### src/rtl/regfile_read_port_pkg.sv
// Shared CPU constants for the register-file read stage.
// Also holds the operand-latch state type and the write-back bypass hit test.
package regfile_read_port_pkg;

   localparam int unsigned CPU_DATA_WIDTH = 32;
   localparam int unsigned CPU_NUM_REGS   = 32;
   localparam int unsigned CPU_ADDR_WIDTH = 5;

   typedef enum logic {
      ST_EMPTY = 1'b0,
      ST_FULL  = 1'b1
   } latch_state_e;

   // Register 0 is hard-wired to zero, so a write-back to it never forwards.
   function automatic logic bypass_hit(
      input logic [CPU_ADDR_WIDTH-1:0] rd_addr,
      input logic                      wb_we,
      input logic [CPU_ADDR_WIDTH-1:0] wb_addr
   );
      return wb_we && (wb_addr != '0) && (wb_addr == rd_addr);
   endfunction

endpackage

### src/rtl/regfile_read_port_decoder_5to32.sv
// One-hot read-enable decoder with a gating enable; all zeros when disabled.
module decoder_5to32
   import regfile_read_port_pkg::*;
#(
   parameter int unsigned OUT_WIDTH = CPU_NUM_REGS
) (
   input  logic                      en,
   input  logic [CPU_ADDR_WIDTH-1:0] addr,
   output logic [OUT_WIDTH-1:0]      dec
);

   always_comb begin
      dec = '0;
      if (en) begin
         dec[addr] = 1'b1;
      end
   end

endmodule

### src/rtl/regfile_read_port.sv
// Register-file read port: drives the array read enables, applies the zero
// register and write-back bypass, and holds the operands in a handshake latch.
module regfile_read_port
   import regfile_read_port_pkg::*;
#(
   parameter int unsigned DATA_WIDTH = CPU_DATA_WIDTH,
   parameter int unsigned NUM_REGS   = CPU_NUM_REGS
) (
   input  logic                      clock,
   input  logic                      clear,
   input  logic                      in_valid,
   output logic                      in_ready,
   input  logic [CPU_ADDR_WIDTH-1:0] addrA,
   input  logic [CPU_ADDR_WIDTH-1:0] addrB,
   output logic [NUM_REGS-1:0]       readAen,
   output logic [NUM_REGS-1:0]       readBen,
   input  logic [DATA_WIDTH-1:0]     busA,
   input  logic [DATA_WIDTH-1:0]     busB,
   input  logic                      wb_we,
   input  logic [CPU_ADDR_WIDTH-1:0] wb_addr,
   input  logic [DATA_WIDTH-1:0]     wb_data,
   input  logic                      flush,
   output logic                      out_valid,
   output logic [DATA_WIDTH-1:0]     out_opA,
   output logic [DATA_WIDTH-1:0]     out_opB,
   input  logic                      out_ready
);

   latch_state_e          state_q, state_d;
   logic [DATA_WIDTH-1:0] op_a_q, op_a_d;
   logic [DATA_WIDTH-1:0] op_b_q, op_b_d;

   logic                  fire_c;
   logic                  en_a_c, en_b_c;
   logic [DATA_WIDTH-1:0] sel_a_c, sel_b_c;

   assign out_valid = (state_q == ST_FULL);
   assign out_opA   = op_a_q;
   assign out_opB   = op_b_q;

   assign in_ready  = ~out_valid | out_ready;
   assign fire_c    = in_valid & in_ready;

   // Only a live, non-zero request may turn on a tristate driver.
   assign en_a_c = fire_c & (addrA != '0) & ~clear;
   assign en_b_c = fire_c & (addrB != '0) & ~clear;

   decoder_5to32 #(
      .OUT_WIDTH (NUM_REGS)
   ) u_dec_a (
      .en   (en_a_c),
      .addr (addrA),
      .dec  (readAen)
   );

   decoder_5to32 #(
      .OUT_WIDTH (NUM_REGS)
   ) u_dec_b (
      .en   (en_b_c),
      .addr (addrB),
      .dec  (readBen)
   );

   // Operand select: zero register, then write-back forward, then array bus.
   always_comb begin
      sel_a_c = busA;
      sel_b_c = busB;
      if (addrA == '0) begin
         sel_a_c = '0;
      end else if (bypass_hit(addrA, wb_we, wb_addr)) begin
         sel_a_c = wb_data;
      end
      if (addrB == '0) begin
         sel_b_c = '0;
      end else if (bypass_hit(addrB, wb_we, wb_addr)) begin
         sel_b_c = wb_data;
      end
   end

   // Latch next state: capture on fire, drain on consume, flush wins.
   always_comb begin
      state_d = state_q;
      op_a_d  = op_a_q;
      op_b_d  = op_b_q;

      if (fire_c) begin
         op_a_d = sel_a_c;
         op_b_d = sel_b_c;
      end

      case (state_q)
         ST_EMPTY: begin
            if (fire_c) begin
               state_d = ST_FULL;
            end
         end
         ST_FULL: begin
            if (fire_c) begin
               state_d = ST_FULL;
            end else if (out_ready) begin
               state_d = ST_EMPTY;
            end
         end
         default: state_d = ST_EMPTY;
      endcase

      if (flush) begin
         state_d = ST_EMPTY;
      end
   end

   always_ff @(posedge clock or posedge clear) begin
      if (clear) begin
         state_q <= ST_EMPTY;
         op_a_q  <= '0;
         op_b_q  <= '0;
      end else begin
         state_q <= state_d;
         op_a_q  <= op_a_d;
         op_b_q  <= op_b_d;
      end
   end

endmodule

### config.mk
export PLATFORM = sky130hd
export DESIGN_NAME = regfile_read_port
export DESIGN_NICKNAME = d
export VERILOG_FILES = /design/src/rtl/regfile_read_port_pkg.sv /design/src/rtl/regfile_read_port_decoder_5to32.sv /design/src/rtl/regfile_read_port.sv
export SDC_FILE = /design/constraint.sdc
export NUM_CORES = 1
export LEC_CHECK = 0
export BUFFER_PORTS_ARGS = -buffer_cell sky130_fd_sc_hd__buf_2
export CORE_MARGIN = 4
export CORE_UTILIZATION = 30
export DETAILED_ROUTE_END_ITERATION = 16
export MAX_ROUTING_LAYER = met4
export PLACE_DENSITY = 0.69
export REMOVE_ABC_BUFFERS = 1
export SLEW_MARGIN = 30
export SYNTH_ARGS = -nofsm -noshare
export SYNTH_HDL_FRONTEND = slang
export SYNTH_HIERARCHICAL = 1
export SYNTH_SLANG_ARGS = --single-unit
### constraint.sdc
create_clock -name clock -period 7.1 [get_ports clock]
set_input_delay 1.42 -clock clock [delete_from_list [all_inputs] [get_ports clock]]
set_output_delay 1.42 -clock clock [all_outputs]
set_load 0.005 [all_outputs]
==> results of run 1 <==
## worst paths after layout
check / end
min in group asynchronous: out_valid
max in group asynchronous: out_opA[12]
min reg2reg: out_opA[21]
max reg2reg: out_opB[4]
max: readAen[0]
min: out_opA[21]
## routing by layer
metal  wire length [um]  GRT usage (%)  up-vias
met3               1340           3.39       12
met4                181           4.35        0
met1               6210           22.8     2196
met2               7560           30.7      251
li1                   -              -     2172
met5                  0              -        -
## logic make-up (layout without fill, tap and decap cells)
logic type      count (synthesis)  in the layout
buf+inv                        52            275
xor+xnor                       10             10
simple gates                  293            293
flops                          65             65
compound gates                 69             69
## worst reg2reg max path, delay by kind of cell, from the launching register on
kind            cells  cell delay [ns]
simple gates        3             1.07
buf+inv             2             0.67
flops               1             0.37
compound gates      1             0.08
## through the flow
step	hold slack, ns	total power, uW	worst slack [ns]	cell area [um2]
6_report	0.478	1180	2.51	5850
5_1_grt	0.498	1250	2.30	5850
4_1_cts	0.484	1200	2.45	5840
3_5_place_dp	0.467	712	2.46	5520
3_3_place_gp	0.463	710	2.47	5520
2_1_floorplan	0.483	571	-0.453	3960
## cell type report
class                           instances  area (um2)
Timing Repair Buffer                  255        1300
Tap cell                              180         225
Fill cell                            1424        8080
Clock inverter                          6        91.3
Sequential cell                        65        1630
Clock buffer                           10         229
Inverter                                4        15.0
Multi-Input combinational cell        372        2360
## power by group through the flow
| stage | registers (uW) | logic (uW) | clock network (uW) |
|---|---|---|---|
| floorplan | 450 | 121 | 0 |
| global placement | 447 | 263 | 0 |
| detailed placement | 447 | 265 | 0 |
| CTS | 441 | 265 | 491 |
| global route | 446 | 289 | 511 |
| finish | 441 | 263 | 478 |
## cell usage after synthesis, drive strengths merged
master   number  area, um2
and4          2       17.5
nor4          1       12.5
dfrtp        65       1630
nor2b         1       6.26
nor2         66        248
a21oi         1       5.00
nand4b        6       52.6
nand2       131        492
or4b          2       20.0
xnor2         6       52.6
buf          16        195
nand4        66        413
inv           4       15.0
or2           2       12.5
a211oi        4       40.0
clkbuf       32        120
nand4bb       6       67.6
and2          4       30.0
o211ai       64        781
nand2b        4       25.0
xor2          4       35.0
nor3          2       10.0
## registers in the layout (all words and copies together), names as in the netlist
name,cells
out_opB,32
out_opA,32
out_valid,1
==> impl_metrics.csv, run 1 <==
group,metric,value,unit
yosys,synth-simple-area-share,32.9,%
setup_path,crit_buf_inv,3,
route,drcViolationCount,0,
clocking,cts_root_buffer,"clkbuf_16",
floorplanning,start_util,30.7,%
setup_path,worstPathRequired,5.68,ns
job,drv_cap,0,
timing,min_period,4.59,ns
clocking,postCtsHoldBufs,0,
clocking,cts_buffer_depth,2,
timing,worst_pin_slew,0.909,ns
route,via_count,4631,
timing,fmax,0.218,GHz
finish,fin_cells,892,
power,p_seq_share,37.3,%
yosys,synth_xor_area_share,2.05,%
setup_path,cp-startpoint,"clear",
clocking,cts_resized,0,
global_route,grt_pass1_vias,4413,
placed_design,dp_hpwl,10800,um
clocking,cts.sinks,65,
setup_path,cp.arrival,3.17,ns
yosys,muxShareOfSynthArea,0,%
floorplanning,die_w,127,um
status,status,"finished clean",
yosys,avgSynthCellArea,8.75,um2
route,routed_wl,15300,um
worst_hold_path,hold_path_depth,2,
yosys,netlist_area,0.00428,mm2
setup_path,rr_startpoint,"out_valid",
setup_path,path_class,"in -> out",
setup_path,regToRegSetupSlack,4.83,ns
worst_hold_path,min-delay-start,"out_opA[21]",
timing,fin_setup_tns,0,ns
route,viasPerCell,5.19,
clocking,cts_tree,"done",
power,p_sw_share,29.4,%
yosys,synth_top_family_by_area,"simple AND/OR/NAND/NOR gates",
placed_design,numPortBuffers,246,
timing,finalMaxSlewViolations,0,
power,peakVddDrop,0.112,mV
timing,setup_viol,0,
power,power_frac_clock,40.4,%
power,power_frac_comb,22.3,%
finish,post-route-util,42.0,%
yosys,synth_cell_types,28,
yosys,ys_seq_area_share,38.0,%
floorplanning,die_h,127,um
route,firstDrtPassIters,5,
clocking,cts_buffers,9,
worst_hold_path,hp-class,"reg -> reg",
floorplanning,core,0.0139,mm2
power,power_density,202,mW/mm2
global_route,grt_pass1_wl,23200,um
timing,relSlewSlack,39.2,%
clocking,cts_setup_buffers,0,
timing,fin_skew,0.00684,ns
setup_path,end_kind,"output pin",
placed_design,place_inst,875,
clocking,clk_latency,0.33,ns
power,p_int,835,uW
setup_path,critPathSlowestCell,"or4b_1",
setup_path,worstSetupStartpointType,"input port",
route,ant_nets,0,
route,initialDrtViolationCount,181,
setup_path,worstPathCellList,"buf_2 > inv_2 > and2_1 > or4b_1 > nor2_1 > buf_2",
setup_path,path_delay_family,"simple AND/OR/NAND/NOR gates",
power,leakage,0.00297,uW
finish,fin_nets,824,
finish,n_antenna_cell,0,
setup_path,path_common_cell,"buf_2",
yosys,synth_cells,489,
yosys,yosys_warnings,6,
finish,layout-drive-gt1-share,48.0,%
setup_path,cpPeakStageDelay,0.54,ns
clocking,htreeDepth,3,
placed_design,place_congestion,0.811,
global_route,overflow,0,
floorplanning,ios,247,
yosys,synth_fa_ha_area_share,0,%
finish,syn2layout_area_growth,36.8,%
timing,rsz0062_at_grt,"no",
finish,layout_commonest_cell,"buf_2",
global_route,antenna_found_initial,0,
route,wl_per_cell,17.1,um
finish,layout_common_cells,"buf_2, nand2_1, nor2_1, nand4_1, dfrtp_1",
setup_path,r2r_cells,6,
setup_path,cp_num_cells,6,
timing,hold_viol_final,0,
floorplanning,die-area,0.0162,mm2
power,p_switching,347,uW
timing,finalCritPeriodShare,64.7,%
global_route,grt_max_degree,65,
yosys,ys_seq_elements,65,
floorplanning,rows,43,
setup_path,critPathMaxFanout,29,
yosys,synth_compound_gate_area_share,19.3,%
clocking,cts.clk_slew.worst_paths,0.05,ns
global_route,grtUsageTotal,18.2,%
No activity file was read; power rests on OpenSTA's default activity.
==> run 2: changes to the inputs <==
--- a/config.mk
+++ b/config.mk
@@ -5,12 +5,13 @@
 export SDC_FILE = /design/constraint.sdc
 export NUM_CORES = 1
 export LEC_CHECK = 0
+export ABC_AREA = 1
 export BUFFER_PORTS_ARGS = -buffer_cell sky130_fd_sc_hd__buf_2
 export CORE_MARGIN = 4
 export CORE_UTILIZATION = 30
 export DETAILED_ROUTE_END_ITERATION = 16
 export MAX_ROUTING_LAYER = met4
-export PLACE_DENSITY = 0.69
+export PLACE_DENSITY = 0.71
 export REMOVE_ABC_BUFFERS = 1
 export SLEW_MARGIN = 30
 export SYNTH_ARGS = -nofsm -noshare
==> constraint.sdc (replaced) <==
create_clock -name clock -period 4.2 [get_ports clock]
set_input_delay 0.84 -clock clock [delete_from_list [all_inputs] [get_ports clock]]
set_output_delay 0.84 -clock clock [all_outputs]
set_load 0.005 [all_outputs]
==> run 2 against run 1 <==
- global-route usage up 1.3 points
- count of clock-buffer cells in the layout unchanged
- hold slack worse by 0.0061 ns
- synthesized area up 2.2%
- power up 62%
- clock power up 54%
- die area up 2.1%
- clock skew down 0.0023 ns
- register-to-register slack worse by 2.5 ns
- non-clock buffer count up 1
- routed wire length up 7.2%
- highest routed layer unchanged
==> impl_metrics.csv, run 2 <==
group,metric,value,unit
power,power_frac_comb,22.8,%
yosys,synth_xor_area_share,1.60,%
finish,layout-drive-gt1-share,31.2,%
yosys,synth_compound_gate_area_share,0.114,%
timing,setup_viol,0,
route,via_count,5140,
finish,layout_commonest_cell,"buf_2",
power,power_density,323,mW/mm2
yosys,synthTopCellsByCount,"nand2_1, inv_1, nand3_1",
route,wl_per_cell,15.1,um
floorplanning,start_util,31.0,%
yosys,ys_seq_area_share,37.2,%
global_route,antenna_found_initial,2,
setup_path,rr_startpoint,"out_valid",
yosys,synth-simple-area-share,45.1,%
clocking,cts_tree,"done",
yosys,ys_seq_elements,65,
clocking,cts_buffers,9,
setup_path,worstPathRequired,3.36,ns
setup_path,cpPeakStageDelay,0.36,ns
yosys,netlist_area,0.00437,mm2
setup_path,worstSetupStartpointType,"input port",
global_route,grt_pass1_wl,25000,um
global_route,overflow,0,
setup_path,path_class,"in -> out",
clocking,postCtsHoldBufs,0,
yosys,yosys_warnings,6,
yosys,synth_top_area_cell,"dfrtp_1",
timing,relSlewSlack,40.7,%
yosys,synthDominantCellAreaShare,37.2,%
clocking,cts.sinks,65,
clocking,cts_setup_buffers,0,
floorplanning,core,0.0141,mm2
yosys,synth_fa_ha_area_share,0,%
route,firstDrtPassIters,5,
power,power_frac_clock,38.4,%
setup_path,r2r_end,"out_opB[6]",
placed_design,numPortBuffers,246,
yosys,synth_top_family_by_area,"simple AND/OR/NAND/NOR gates",
global_route,grtUsageTotal,19.5,%
setup_path,critPathSlowestCell,"nand3_1",
global_route,use_met3,2.74,%
clocking,clk_latency,0.33,ns
worst_hold_path,min-delay-start,"out_opB[15]",
power,p_sw_share,30.4,%
status,status,"finished clean",
timing,fmax,0.322,GHz
power,p_switching,583,uW
yosys,synth_cell_types,17,
power,p_total,1920,uW
setup_path,end_kind,"output pin",
yosys,synth_cells,668,
route,ant_nets,0,
power,p_int,1340,uW
power,p_seq_share,38.8,%
finish,syn2layout_area_growth,35.7,%
route,viasPerCell,4.75,
clocking,htreeDepth,3,
yosys,synthFlopType,"dfrtp_1",
yosys,synth.most_common_cell,"nand2_1",
yosys,muxShareOfSynthArea,0,%
floorplanning,ios,247,
route,routed_wl,16400,um
floorplanning,die_w,129,um
power,leakage,0.00369,uW
global_route,grt_pass1_vias,4915,
timing,min_period,3.11,ns
setup_path,r2r_cells,8,
timing,finalCritPeriodShare,73.9,%
setup_path,regToRegSetupSlack,2.32,ns
power,peakVddDrop,0.172,mV
timing,worst_pin_slew,0.890,ns
timing,hold-worst-slack,0.472,ns
job,drv_cap,0,
global_route,busiest_layer,"met2",
floorplanning,die-area,0.0166,mm2
clocking,cts_root_buffer,"clkbuf_16",
timing,rsz0062_at_grt,"no",
route,drcViolationCount,0,
finish,fin_nets,1014,
setup_path,worstPathCellList,"buf_2 > inv_2 > nand2_1 > nand2_2 > inv_1 > nand2_1 > nor2_1 > nand3_1 > nor2_1 > buf_2",
timing,finalMaxSlewViolations,0,
clocking,cts_buffer_depth,2,
worst_hold_path,hp-class,"reg -> reg",
worst_hold_path,min_to,"out_opB[15]",
worst_hold_path,hold_path_depth,2,
placed_design,place_congestion,0.834,
finish,layout_common_cells,"buf_2, nand2_1, inv_1, nand3_1, nor2_1",
clocking,cts_resized,0,
timing,fin_skew,0.00450,ns
yosys,synth.area.top_cells,"dfrtp_1, nand2_1, nand3_1",
timing,fin_setup_tns,0,ns
global_route,grtUsageMet2,31.6,%
floorplanning,die_h,129,um
yosys,synth_edf_count,0,
global_route,use_met1,25.1,%
setup_path,cp.arrival,2.27,ns
clocking,cts.clk_slew.worst_paths,0.05,ns
placed_design,dp_hpwl,11500,um
yosys,async_flop_share,100,%
route,initialDrtViolationCount,284,
finish,post-route-util,42.1,%
timing,hold_viol_final,0,
floorplanning,rows,43,
global_route,grt_max_degree,65,
setup_path,critPathMaxFanout,8,
yosys,avgSynthCellArea,6.54,um2
## run 2: kinds of logic after synthesis
logic type	Yosys count
AOI/OAI and AO/OA	1
xor gates and xnor gates	8
DFF	65
buffers and inverters	154
and+or+nand+nor	440
## run 2: per-stage QoR
| step | setup slack (ns) | std cells | cell area [um2] |
|---|---|---|---|
| after global placement | 1.16 | 1066 | 5640 |
| after global routing | 0.916 | 1082 | 5930 |
| final | 1.09 | 1082 | 5930 |
| after CTS | 1.10 | 1080 | 5930 |
| after detailed placement | 1.09 | 1066 | 5640 |
| after floorplan | 0.718 | 630 | 4110 |
## run 2: worst max-delay path by stage
| stage | startpoint | to | slack [ns] | depth (start not counted) |
|---|---|---|---|---|
| final | out_ready | readAen[19] | 1.09 | 10 |
| after global routing | out_ready | readAen[29] | 0.92 | 10 |
| after CTS | out_ready | readAen[17] | 1.10 | 10 |
| after detailed placement | out_ready | readAen[17] | 1.09 | 10 |
| after global placement | out_ready | readAen[29] | 1.16 | 10 |
| after floorplan | out_ready | readBen[11] | 0.72 | 8 |
## run 2: layer usage
metal,vias up,routed length [um]
li1,2540,-
met1,2352,7110
met3,24,1160
met5,-,0
met4,0,256
met2,224,7860
## run 2: critical path: cells and delay by family
kind / cells / cell delay [ns]
buf+inv: 4 / 0.32
simple gates: 6 / 1.09
## run 2: layout make-up
| type | count | area, um2 |
|---|---|---|
| Antenna cell | 2 | 5.00 |
| Timing Repair Buffer | 256 | 1310 |
| Sequential cell | 65 | 1630 |
| Inverter | 116 | 435 |
| Fill cell | 1536 | 8170 |
| Multi-Input combinational cell | 449 | 2050 |
| Clock buffer | 10 | 239 |
| Clock inverter | 4 | 45.0 |
| Tap cell | 180 | 225 |
## run 2: power groups by stage
| stage | clock network, uW | registers [uW] | logic (uW) |
|---|---|---|---|
| floorplan | 0 | 758 | 199 |
| global placement | 0 | 753 | 432 |
| detailed placement | 0 | 753 | 440 |
| CTS | 756 | 744 | 441 |
| global route | 776 | 753 | 491 |
| finish | 737 | 744 | 436 |
